--- src/rtl/uart_tx_64.sv ---
// 64-bit word to eight back-to-back UART 8N1 frames, low byte first, LSB first; start bit drives the line on the accept edge.
// One word in flight: requests while tx_busy are dropped, and a request in the data_in_done cycle is taken with no idle gap.
module uart_tx_64 #(
  parameter int CLK_FREQ = 50_000_000,
  parameter int UART_BPS = 115200
) (
  input  logic        clk,
  input  logic        rst,
  input  logic [63:0] data_64,
  input  logic        data_in_enable,
  output logic        uart_txd,
  output logic        tx_busy,
  output logic        data_in_done
);

  // BPS_CNT must be at least 2 for the bit-period counter to be meaningful.
  localparam int BPS_CNT = CLK_FREQ / UART_BPS;
  localparam int CNT_W   = $clog2(BPS_CNT);
  localparam logic [CNT_W-1:0] BPS_LAST = CNT_W'(BPS_CNT - 1);

  localparam logic [1:0] IDLE  = 2'd0;
  localparam logic [1:0] START = 2'd1;
  localparam logic [1:0] DATA  = 2'd2;
  localparam logic [1:0] STOP  = 2'd3;

  logic [1:0]       state;
  logic [CNT_W-1:0] bps_cnt;
  logic [2:0]       bit_idx;
  logic [2:0]       byte_idx;
  logic [63:0]      shift_q;
  logic             bit_end;
  logic             accept;

  assign bit_end = (bps_cnt == BPS_LAST);
  assign accept  = data_in_enable && !tx_busy;

  always_ff @(posedge clk) begin
    if (rst) begin
      state        <= IDLE;
      bps_cnt      <= '0;
      bit_idx      <= '0;
      byte_idx     <= '0;
      shift_q      <= '0;
      uart_txd     <= 1'b1;
      tx_busy      <= 1'b0;
      data_in_done <= 1'b0;
    end else begin
      data_in_done <= 1'b0;
      case (state)
        IDLE: begin
          uart_txd <= 1'b1;
          if (accept) begin
            shift_q  <= data_64;
            state    <= START;
            tx_busy  <= 1'b1;
            uart_txd <= 1'b0;
            bps_cnt  <= '0;
            bit_idx  <= '0;
            byte_idx <= '0;
          end
        end

        START: begin
          if (bit_end) begin
            bps_cnt  <= '0;
            bit_idx  <= '0;
            state    <= DATA;
            uart_txd <= shift_q[0];
          end else begin
            bps_cnt <= bps_cnt + CNT_W'(1);
          end
        end

        DATA: begin
          if (bit_end) begin
            bps_cnt <= '0;
            if (bit_idx == 3'd7) begin
              state    <= STOP;
              uart_txd <= 1'b1;
            end else begin
              bit_idx  <= bit_idx + 3'd1;
              uart_txd <= shift_q[bit_idx + 3'd1];
            end
          end else begin
            bps_cnt <= bps_cnt + CNT_W'(1);
          end
        end

        STOP: begin
          if (bit_end) begin
            bps_cnt <= '0;
            if (byte_idx == 3'd7) begin
              state        <= IDLE;
              tx_busy      <= 1'b0;
              data_in_done <= 1'b1;
              uart_txd     <= 1'b1;
            end else begin
              // Next byte moves into the low lane; its start bit follows the stop bit directly.
              byte_idx <= byte_idx + 3'd1;
              shift_q  <= {8'h00, shift_q[63:8]};
              state    <= START;
              uart_txd <= 1'b0;
            end
          end else begin
            bps_cnt <= bps_cnt + CNT_W'(1);
          end
        end

        default: begin
          state    <= IDLE;
          tx_busy  <= 1'b0;
          uart_txd <= 1'b1;
        end
      endcase
    end
  end

endmodule
--- config.mk ---
export PLATFORM = sky130hd
export DESIGN_NAME = uart_tx_64
export DESIGN_NICKNAME = d
export VERILOG_FILES = /design/src/rtl/uart_tx_64.sv
export SDC_FILE = /design/constraint.sdc
export NUM_CORES = 1
export LEC_CHECK = 0
export CAP_MARGIN = 20
export CORE_MARGIN = 3
export CORE_UTILIZATION = 57
export DETAILED_ROUTE_END_ITERATION = 12
export PLACE_DENSITY = 0.85
export SLEW_MARGIN = 20
export SYNTH_ARGS = -nofsm -noshare
export SYNTH_HDL_FRONTEND = slang
export SYNTH_SLANG_ARGS = --single-unit
--- constraint.sdc ---
create_clock -name clk -period 4.7 [get_ports clk]
set_input_delay 1.175 -clock clk [delete_from_list [all_inputs] [get_ports clk]]
set_output_delay 1.175 -clock clk [all_outputs]
set_load 0.01 [all_outputs]
==> out/results.md <==
| Parameter | This run |
| --- | --- |
| Xor/xnor cell area share of the yosys netlist | 0.0174 |
| Number of DRC markers in iteration 0 | 236 |
| Cell area after synthesis | 4020 um^2 |
| Storage cell area | 1680 um^2 |
| Number of nets in the final layout | 537 |
| Dpl cell area | 4700 um^2 |
| Number of nets with antenna violations after detailed routing | 0 |
| CP Data Required Time | 5000 ps |
| Pin count of the biggest net entering global routing | 73 |
| Max-cap violations | 0 |
| Hold-fix buffer count after cts | 0 |
| Final count of pins violating max slew | 0 |
| Via count of the first global-routing pass | 3294 |
| Detailed-routing iteration count for the pre-antenna-repair pass | 4 |
| Post-CTS resize count | 0 |
| Final TNS setup | 0 ps |
| CTS tree | yes |
| Part of the total power dissipated in sequential elements | 0.415 |
| Outcome | finished, final reports clean |
| Switching component of the power | 1.15 mW |
| Synth Area in Simple Gates | 0.0691 |
| Worst Path Max Fanout | 61 |
| Post-synthesis average cell area | 9.68 um^2 |
| Clock-pin slew of the registers on the worst-case setup and hold paths | 90 ps |
| Synth-to-layout area growth | 21.5% |
| Die X-Extent | 90.0 um |
| Type of element capturing the critical path | register |
| Final global-route overflow total | 0 |
| Placeable core region | 6600 um^2 |
| Setup repair after global routing missed its margin | no |
| Switching fraction of total power | 0.405 |
| Post-DR wirelength/cell | 17.2 um |
| Post-Synthesis Net Count | 493 |
| Worst min path class | reg -> reg |
| Adder-cell share of the synthesized area | 0.0342 |
| Arrival time worst endpoint | 3310 ps |
| Dominant register cell in the synthesized netlist | dfxtp_1 |
| Final wirelength | 9.56 mm |
| Proportion of synthesized chip area in sequential cells | 0.418 |
| Area contributors post-synth | dfxtp_1 42%, mux2i_1 14%, a211oi_1 11%, a21oi_1 7.8%, ha_1 3.4% |
| Top-level I/O count | 70 |
| Total via count after detailed routing | 3394 |
| Antenna violations before repair | 0 |
| DIE HEIGHT | 90.0 um |
| Complex-gate fraction of the synthesized area | 0.258 |
| Total non-filler cell area in the finished layout | 4880 um^2 |
| Clock latency on the worst-skew pair | 370 ps |
| Maximum cell stage delay along the critical path | 770 ps |
| Clock root cell | clkbuf_8 |
| Count of input and output buffers | 69 |
| Vias per inst | 6.09 |
| Min Clock Period, post-route | 3000 ps |
| Internal | 1.68 mW |
| Cell chain of the critical path | ha_4 > buf_4 > nor2b_1 > a31o_4 > a21oi_1 > a22o_1 |
| Count of distinct cell types in the synthesized netlist | 43 |
| Worst-Margin Slew | 1010 ps |
| Largest family of logic cells by synthesized area | compound AO/OA/AOI/OAI gates |
| Post-Route Skew | 12.2 ps |
| Power density over the cells | 579 nW/um^2 |
| Achievable Freq | 333 MHz |
| Yosys reg bits | 84 |
| Detailed-placement wirelength estimate | 6.17 mm |
| Total count of hold-check failures in the final report | 0 |
| Async S/R FF share, synth | 0 |
| Max rail drop VDD | 310 uV |
| Remaining routing DRC violations | 0 |
| Synthesis warning total | 0 |
| Count of inserted antenna diode cells | 0 |
| Cell type with the highest aggregate area in the netlist | dfxtp_1 |
| Rel. slew slack | 0.327 |
| Cell with the biggest individual delay on the critical path | buf_4 |
| Level count of the clock H-tree | 3 |
| Multiplexer area fraction after synthesis | 0.154 |
| Cell count after synthesis | 415 |
| Fraction of layout cells with a size suffix above 1 | 0.0711 |
| Area of the multi-input gates | 2170 um^2 |
| Number of buffers inserted during clock tree synthesis | 9 |
| Clock Sinks | 84 |
| Fraction of power consumed by the clock network | 0.165 |
| Buffers from clock root to sink, at most | 2 |
| Die Footprint | 8090 um^2 |
| Count of endpoints failing setup in the final report | 0 |
| Worst setup path class | reg -> reg |
| Fill cell instance count of the final layout | 499 |
| Total routing resource utilization after global routing | 0.232 |
| Post-synth top area share | 0.418 |
| Leak | 1.63 nW |
| Fin crit share | 0.639 |
| Row Count | 29 |
| Wire length of the first global-routing pass | 15.8 mm |
| Type of element launching the critical path | register |
| GP Congestion | 0.823 |
| EDFF count, synth | 0 |
| Combinational power share | 0.419 |
| Initial cell density of the core | 0.609 |
| Post-CTS Setup Inserts | 0 |
stage by stage:
step           hold slack (ps)  worst slack [ps]   util  instances  total power [mW]
2_1_floorplan              449              2180      -        415              2.08
3_3_place_gp               463              1500  0.712        541              2.30
3_5_place_dp               471              1420  0.712        541              2.36
4_1_cts                    492              1510  0.738        557              2.82
5_1_grt                    518              1520  0.740        557              3.02
6_report                   495              1700  0.740        557              2.83
path summary, 6_finish.rpt:
kind,cells past startpoint,endpoint,startpoint,slack (ps)
min,1,shift_q[62],shift_q[62],500
max,6,shift_q[63],state[1],1700
min reg2reg,1,shift_q[62],shift_q[62],500
max reg2reg,6,shift_q[63],state[1],1700
sequential cells by signal, indices dropped and copies added (netlist names):
register,cells
shift_q,64
bps_cnt,9
bit_idx,3
byte_idx,3
state,2
data_in_done,1
tx_busy,1
uart_txd,1
critical path: cells and delay by family (launching register included):
kind                       cells  cell delay, ps
DFF                            1             450
adders and majority gates      1             170
AOI/OAI and AO/OA              3            1290
buffers and inverters          1             770
and+or+nand+nor                1             260
placed cells by master, fill, tap and decap left out, types with 2 or more instances in the layout:
| cell type | n |
|---|---|
| a21oi_1 | 63 |
| nor3b_1 | 3 |
| inv_1 | 6 |
| a2111oi_0 | 4 |
| clkinvlp_4 | 2 |
| o21ai_0 | 9 |
| buf_4 | 4 |
| nand2_1 | 11 |
| dfxtp_1 | 84 |
| clkdlybuf4s50_1 | 68 |
| nor2b_1 | 7 |
| xnor2_1 | 8 |
| nor3_1 | 3 |
| nand4_1 | 4 |
| a211oi_1 | 59 |
| a22o_1 | 9 |
| clkbuf_8 | 9 |
| clkinv_2 | 2 |
| o31ai_1 | 2 |
| a31oi_1 | 3 |
| clkinv_4 | 2 |
| mux2i_1 | 56 |
| nor2_1 | 10 |
| ha_1 | 10 |
cell type report:
cell class / instances / share of cell area
multi-input cells: 285 / 0.445
flip-flops and latches: 84 / 0.344
repair buffers: 73 / 0.147
clock buffers: 9 / 0.0254
well taps: 93 / 0.0238
clock inverters: 7 / 0.0105
inverters: 6 / 0.00461
power groups by stage:
| stage | logic (mW) | clock network (mW) | registers (mW) |
|---|---|---|---|
| global placement | 1.13 | 0 | 1.17 |
| global route | 1.30 | 0.507 | 1.21 |
| floorplan | 0.941 | 0 | 1.14 |
| CTS | 1.17 | 0.474 | 1.17 |
| finish | 1.19 | 0.468 | 1.18 |
| detailed placement | 1.17 | 0 | 1.18 |
routing by layer:
metal	routed length [um]	GRT usage
met5	0	0
met4	167	0.0791
met3	542	0.0626
met2	4500	0.374
met1	4350	0.302
cell families after synthesis:
kind of cell | after synthesis
simple gates | 49
fa+ha+maj | 11
flops | 84
mux | 59
buf+inv | 46
xor+xnor | 8
compound gates | 158
synth_stat cells (all sizes together), types with 3 or more instances:
master / number
o21ai: 9
ha: 11
inv: 6
buf: 17
xnor2: 8
a21oi: 63
nand4: 4
nor2: 11
nor3b: 3
nor2b: 7
a2111oi: 4
a211oi: 59
mux2i: 56
nand2: 12
clkbuf: 23
dfxtp: 84
a31oi: 3
nor3: 3
a22o: 9
(Power assumes the default switching activity.)
==> variant 1, RTL diff (same flow settings) <==
Change the parameter `CLK_FREQ` from 50_000_000 to 25_000_000.
--- a/src/rtl/uart_tx_64.sv
+++ b/src/rtl/uart_tx_64.sv
@@ -1,7 +1,7 @@
 // 64-bit word to eight back-to-back UART 8N1 frames, low byte first, LSB first; start bit drives the line on the accept edge.
 // One word in flight: requests while tx_busy are dropped, and a request in the data_in_done cycle is taken with no idle gap.
 module uart_tx_64 #(
-  parameter int CLK_FREQ = 50_000_000,
+  parameter int CLK_FREQ = 25_000_000,
   parameter int UART_BPS = 115200
 ) (
   input  logic        clk,
Formal check against the unedited RTL: no difference found for any inputs over 10 cycles, from zero or initial values and one cycle with rst high; that may be too few to reach the edited logic, so the function may still have changed.
==> variant 1 against the unedited design <==
- sequential power shrank 11%
- cell area rose by 2.6%
- largest cell class unchanged
- highest routed layer unchanged
- routed wire length rose by 3.2%
- power decreased by 1.7%
- area after synthesis up 4.0%
- largest power group unchanged
- sequential cell count shrank 1
- sequential share of layout area decreased by 1.3 points
- worst setup slack better by 0.021 ns
==> variant 1: results (changes against the unedited design) <==
.. list-table::
   :header-rows: 1

   * - Metric
     - Value
   * - Largest clock skew in the final design
     - 0.00938 ns (was 0.0122 ns)
   * - Beginning of the worst hold path
     - shift_q[63]$_SDFFE_PP0P_ (was shift_q[62]$_SDFFE_PP0P_)
   * - Area share of fa/ha/maj cells after synthesis
     - 3.29% (was 3.42%)
   * - Slowest cell on the critical path
     - sky130_fd_sc_hd__nand2_2 (was sky130_fd_sc_hd__buf_4)
   * - Multi-input combinational cell area
     - 0.00228 mm2 (was 0.00217 mm2)
   * - Global routing usage summed across all routing layers
     - 23.3% (was 23.2%)
   * - Power in the clock group
     - 469 uW (was 468 uW)
   * - Detailed Place HPWL
     - 6490 um (was 6170 um)
   * - Placed instance area
     - 0.00484 mm2 (was 0.00470 mm2)
   * - Family with the most delay on the worst path
     - simple AND/OR/NAND/NOR gates (was compound AO/OA/AOI/OAI gates)
   * - Mux share of post-synthesis cell area
     - 14.7% (was 15.4%)
   * - Final GP Congestion
     - 0.862 (was 0.823)
   * - Slew margin rel.
     - 36.6% (was 32.7%)
   * - Most used standard cells in the synthesized netlist
     - sky130_fd_sc_hd__dfxtp_1, sky130_fd_sc_hd__a21oi_1, sky130_fd_sc_hd__mux2i_1 (was sky130_fd_sc_hd__dfxtp_1, sky130_fd_sc_hd__a21oi_1, sky130_fd_sc_hd__a211oi_1)
   * - PortBufs
     - 69 (unchanged)
   * - Initial DRT Pass Iterations
     - 5 (was 4)
   * - Nets@finish
     - 560 (was 537)
   * - Number of global-route vias before repair
     - 3323 (was 3294)
   * - Placed Instances
     - 567 (was 541)
   * - Cell-internal power
     - 1.61 mW (was 1.68 mW)
   * - Cells after synthesis
     - 436 (was 415)
   * - Synthesized-area fraction occupied by xor and xnor cells
     - 0.838% (was 1.74%)
   * - Pin count of the biggest net entering global routing
     - 70 (was 73)
   * - Worst-path fanout max
     - 49 (was 61)
   * - Seq. pwr
     - 1.05 mW (was 1.18 mW)
   * - Dominant cells by area after synthesis
     - sky130_fd_sc_hd__dfxtp_1, sky130_fd_sc_hd__mux2i_1, sky130_fd_sc_hd__a211oi_1 (unchanged)
   * - Critical path capture point
     - shift_q[35]$_SDFFE_PP0P_ (was shift_q[63]$_SDFFE_PP0P_)
   * - Smallest hold slack
     - 0.460 ns (was 0.495 ns)
   * - Initial drt markers
     - 282 (was 236)
   * - R2R Path Start
     - state[0]$_SDFFE_PP0P_ (was state[1]$_SDFFE_PP0P_)
   * - Peak supply drop
     - 456 uV (was 310 uV)
   * - Maximum single-stage delay on the critical path
     - 0.75 ns (was 0.77 ns)
   * - Sink of the worst hold path
     - shift_q[63]$_SDFFE_PP0P_ (was shift_q[62]$_SDFFE_PP0P_)
   * - Setup slack of the most critical reg-to-reg path
     - 2.11 ns (was 1.70 ns)
   * - # fillers
     - 524 (was 499)
   * - Count of cell types in the netlist
     - 54 (was 43)
   * - Result of the run
     - completed (unchanged)
[variant 1: cell types whose count changed after synthesis, moves of 6 or more]
cell                      delta
sky130_fd_sc_hd__a41o_1      +6
sky130_fd_sc_hd__buf_2       -6
sky130_fd_sc_hd__a22o_1      -8
sky130_fd_sc_hd__buf_6       +7
sky130_fd_sc_hd__a21oi_1     +6
[variant 1: cell type report]
class                           instances  share of cell area [%]
Clock buffer                           10                    2.55
Clock inverter                          6                   0.974
Inverter                                9                   0.674
Multi-Input combinational cell        303                    45.5
Sequential cell                        83                    33.2
Tap cell                               96                    2.40
Timing Repair Buffer                   76                    14.7
[variant 1: cells by family after synthesis]
kind of cell	after synthesis
AOI/OAI and AO/OA	171
xor gates and xnor gates	4
adders and majority gates	11
buffers and inverters	50
DFF	83
muxes	60
and+or+nand+nor	57
[variant 1: routing by layer]
metal  vias to the layer above  track usage (%)  wire (um)
li1                       1759                -          -
met1                      1719             31.3       4400
met2                       130             36.2       4680
met3                         7             6.97        689
met4                         0             6.41         96
met5                         -                0          0
==> variant 2, RTL diff (same flow settings) <==
Made on the original files. Register the output `uart_txd` once more, cleared by the reset; this adds one clock of latency there. The other outputs are not delayed to match.
--- a/src/rtl/uart_tx_64.sv
+++ b/src/rtl/uart_tx_64.sv
@@ -23,6 +23,8 @@
   localparam logic [1:0] DATA  = 2'd2;
   localparam logic [1:0] STOP  = 2'd3;
 
+  logic uart_txd_s0;
+
   logic [1:0]       state;
   logic [CNT_W-1:0] bps_cnt;
   logic [2:0]       bit_idx;
@@ -41,19 +43,19 @@
       bit_idx      <= '0;
       byte_idx     <= '0;
       shift_q      <= '0;
-      uart_txd     <= 1'b1;
+      uart_txd_s0  <= 1'b1;
       tx_busy      <= 1'b0;
       data_in_done <= 1'b0;
     end else begin
       data_in_done <= 1'b0;
       case (state)
         IDLE: begin
-          uart_txd <= 1'b1;
+          uart_txd_s0 <= 1'b1;
           if (accept) begin
             shift_q  <= data_64;
             state    <= START;
             tx_busy  <= 1'b1;
-            uart_txd <= 1'b0;
+            uart_txd_s0 <= 1'b0;
             bps_cnt  <= '0;
             bit_idx  <= '0;
             byte_idx <= '0;
@@ -65,7 +67,7 @@
             bps_cnt  <= '0;
             bit_idx  <= '0;
             state    <= DATA;
-            uart_txd <= shift_q[0];
+            uart_txd_s0 <= shift_q[0];
           end else begin
             bps_cnt <= bps_cnt + CNT_W'(1);
           end
@@ -76,10 +78,10 @@
             bps_cnt <= '0;
             if (bit_idx == 3'd7) begin
               state    <= STOP;
-              uart_txd <= 1'b1;
+              uart_txd_s0 <= 1'b1;
             end else begin
               bit_idx  <= bit_idx + 3'd1;
-              uart_txd <= shift_q[bit_idx + 3'd1];
+              uart_txd_s0 <= shift_q[bit_idx + 3'd1];
             end
           end else begin
             bps_cnt <= bps_cnt + CNT_W'(1);
@@ -93,13 +95,13 @@
               state        <= IDLE;
               tx_busy      <= 1'b0;
               data_in_done <= 1'b1;
-              uart_txd     <= 1'b1;
+              uart_txd_s0  <= 1'b1;
             end else begin
               // Next byte moves into the low lane; its start bit follows the stop bit directly.
               byte_idx <= byte_idx + 3'd1;
               shift_q  <= {8'h00, shift_q[63:8]};
               state    <= START;
-              uart_txd <= 1'b0;
+              uart_txd_s0 <= 1'b0;
             end
           end else begin
             bps_cnt <= bps_cnt + CNT_W'(1);
@@ -109,10 +111,18 @@
         default: begin
           state    <= IDLE;
           tx_busy  <= 1'b0;
-          uart_txd <= 1'b1;
+          uart_txd_s0 <= 1'b1;
         end
       endcase
     end
   end
 
+  always_ff @(posedge clk) begin
+    if (rst) begin
+      uart_txd <= '0;
+    end else begin
+      uart_txd <= uart_txd_s0;
+    end
+  end
+
 endmodule
Behaviour: not the same (a bounded check fails within 4 cycles, from zero or initial values and one cycle with rst high).
==> variant 2 against the unedited design <==
- sequential cell count increased by 1
- power decreased by 5.3%
- area after synthesis increased by 3.3%
- routed wire length increased by 0.29%
- hold slack got worse by 0.015 ns
- sequential power decreased by 11%
- worst setup slack got worse by 0.17 ns
- first-iteration DRC count increased by 21%
- register-to-register slack got worse by 0.13 ns
- clock power increased by 11%
- cell area increased by 2.9%
- core utilization decreased by 1.6 points
- largest power group unchanged
==> variant 2: results (changes against the unedited design) <==
.. list-table::
   :header-rows: 1

   * - Metric
     - Value
   * - Result of the run
     - completed (unchanged)
   * - Critical path launch point
     - data_in_enable (was state[1]$_SDFFE_PP0P_)
   * - Detail-routed via count per cell
     - 6.09 (about the same)
   * - R2R Path Start
     - state[1]$_SDFFE_PP0P_ (unchanged)
   * - Wire length of the first global-routing pass
     - 15600 um (was 15800 um)
   * - Worst setup timing slack at the placement stage
     - 1.21 ns (was 1.42 ns)
   * - Proportion of synthesized chip area in sequential cells
     - 41.0% (was 41.8%)
   * - Slowest cell on the critical path
     - sky130_fd_sc_hd__nor2_1 (was sky130_fd_sc_hd__buf_4)
   * - Arrival time of data at the critical path endpoint
     - 3.45 ns (was 3.31 ns)
   * - Nets@finish
     - 557 (was 537)
   * - Number of global-route vias before repair
     - 3305 (was 3294)
   * - Dominant cells by area after synthesis
     - sky130_fd_sc_hd__dfxtp_1, sky130_fd_sc_hd__mux2i_1, sky130_fd_sc_hd__a21oi_1 (was sky130_fd_sc_hd__dfxtp_1, sky130_fd_sc_hd__mux2i_1, sky130_fd_sc_hd__a211oi_1)
   * - Worst-path fanout max
     - 16 (was 61)
   * - Setup slack of the critical path after layout
     - 1.52 ns (was 1.70 ns)
   * - Pin count of the biggest net entering global routing
     - 63 (was 73)
   * - Maximum single-stage delay on the critical path
     - 0.75 ns (was 0.77 ns)
   * - Family with the most delay on the worst path
     - simple AND/OR/NAND/NOR gates (was compound AO/OA/AOI/OAI gates)
   * - Global routing usage summed across all routing layers
     - 23.0% (was 23.2%)
   * - Synthesized Nets
     - 513 (was 493)
   * - Setup slack of the most critical reg-to-reg path
     - 1.57 ns (was 1.70 ns)
   * - Initial drt markers
     - 286 (was 236)
   * - # fillers
     - 516 (was 499)
   * - Sum of routed wire length over all layers
     - 9590 um (was 9560 um)
   * - Critical path capture point
     - bps_cnt[1]$_SDFFE_PP0P_ (was shift_q[63]$_SDFFE_PP0P_)
   * - CTS root buf
     - sky130_fd_sc_hd__clkbuf_8 (unchanged)
   * - Static leakage
     - 1.64 nW (was 1.63 nW)
   * - Transition time at the pin with the least slew margin
     - 0.978 ns (was 1.01 ns)
   * - Peak supply drop
     - 366 uV (was 310 uV)
   * - Largest clock skew in the final design
     - 0.0123 ns (was 0.0122 ns)
   * - RR Endpoint
     - bps_cnt[1]$_SDFFE_PP0P_ (was shift_q[63]$_SDFFE_PP0P_)
   * - Most used standard cells in the synthesized netlist
     - sky130_fd_sc_hd__dfxtp_1, sky130_fd_sc_hd__a21oi_1, sky130_fd_sc_hd__mux2i_1 (was sky130_fd_sc_hd__dfxtp_1, sky130_fd_sc_hd__a21oi_1, sky130_fd_sc_hd__a211oi_1)
   * - Fraction of final layout cells sized beyond drive strength 1
     - 8.06% (was 7.11%)
   * - Count of cell types in the netlist
     - 43 (unchanged)
==> variant 2: worst min path at each step <==
stage / start / to / slack, ns / cells after the start
final: uart_txd_s0$_SDFFE_PP1P_ / uart_txd$_SDFF_PP0_ / 0.48 / 1
after global routing: uart_txd_s0$_SDFFE_PP1P_ / uart_txd$_SDFF_PP0_ / 0.49 / 1
after CTS: uart_txd_s0$_SDFFE_PP1P_ / uart_txd$_SDFF_PP0_ / 0.48 / 1
after global placement: bit_idx[1]$_SDFFE_PP0P_ / bit_idx[1]$_SDFFE_PP0P_ / 0.46 / 2
after floorplan: uart_txd_s0$_SDFFE_PP1P_ / uart_txd$_SDFF_PP0_ / 0.44 / 1
after detailed placement: uart_txd_s0$_SDFFE_PP1P_ / uart_txd$_SDFF_PP0_ / 0.47 / 1
==> variant 2: worst register-to-register path: stages (launching register included) <==
cell and delay [ns]:
sky130_fd_sc_hd__dfxtp_1 0.37, sky130_fd_sc_hd__inv_1 0.14, sky130_fd_sc_hd__ha_1 0.70, sky130_fd_sc_hd__inv_1 0.27, sky130_fd_sc_hd__nor2_1 0.82, sky130_fd_sc_hd__o21ai_1 0.43, sky130_fd_sc_hd__a211oi_1 0.32
==> variant 2: power by group <==
| part | internal [mW] | leakage [nW] | switching (mW) | total [mW] |
|---|---|---|---|---|
| clock | 0.249 | 0.0931 | 0.269 | 0.518 |
| sequential | 0.927 | 0.700 | 0.121 | 1.05 |
| combinational | 0.428 | 0.845 | 0.686 | 1.11 |
| total | 1.60 | 1.64 | 1.08 | 2.68 |
==> variant 2: cell families (layout without fill, tap and decap cells) <==
family | Yosys count | after routing | share of synthesized area (%)
buffers and inverters | 48 | 97 | 5.25
DFF | 85 | 85 | 41.0
muxes | 59 | 59 | 14.5
xor gates and xnor gates | 8 | 8 | 1.69
and+or+nand+nor | 55 | 55 | 7.60
AOI/OAI and AO/OA | 169 | 169 | 26.6
adders and majority gates | 11 | 11 | 3.32
==> variant 2: stage by stage <==
| step | utilization, % | total power [mW] | std cells |
|---|---|---|---|
| after detailed placement | 69.5 | 2.16 | 564 |
| after floorplan | - | 1.93 | 435 |
| after global placement | 69.5 | 2.12 | 564 |
| after CTS | 72.3 | 2.67 | 580 |
| after global routing | 72.4 | 2.85 | 580 |
| final | 72.4 | 2.68 | 580 |
==> variant 2: layout make-up <==
type | count | area share, %
timing repair buffer | 74 | 14.4
clock inverter | 6 | 1.42
multi-input combinational | 302 | 44.9
clock buffer | 10 | 2.54
sequential | 85 | 33.8
inverter | 7 | 0.523
tap | 96 | 2.39
==> variant 2: per-layer routing <==
layer	track usage, %	routed length, um
met5	0	0
met4	8.54	181
met3	5.05	455
met2	36.5	4600
met1	30.6	4350
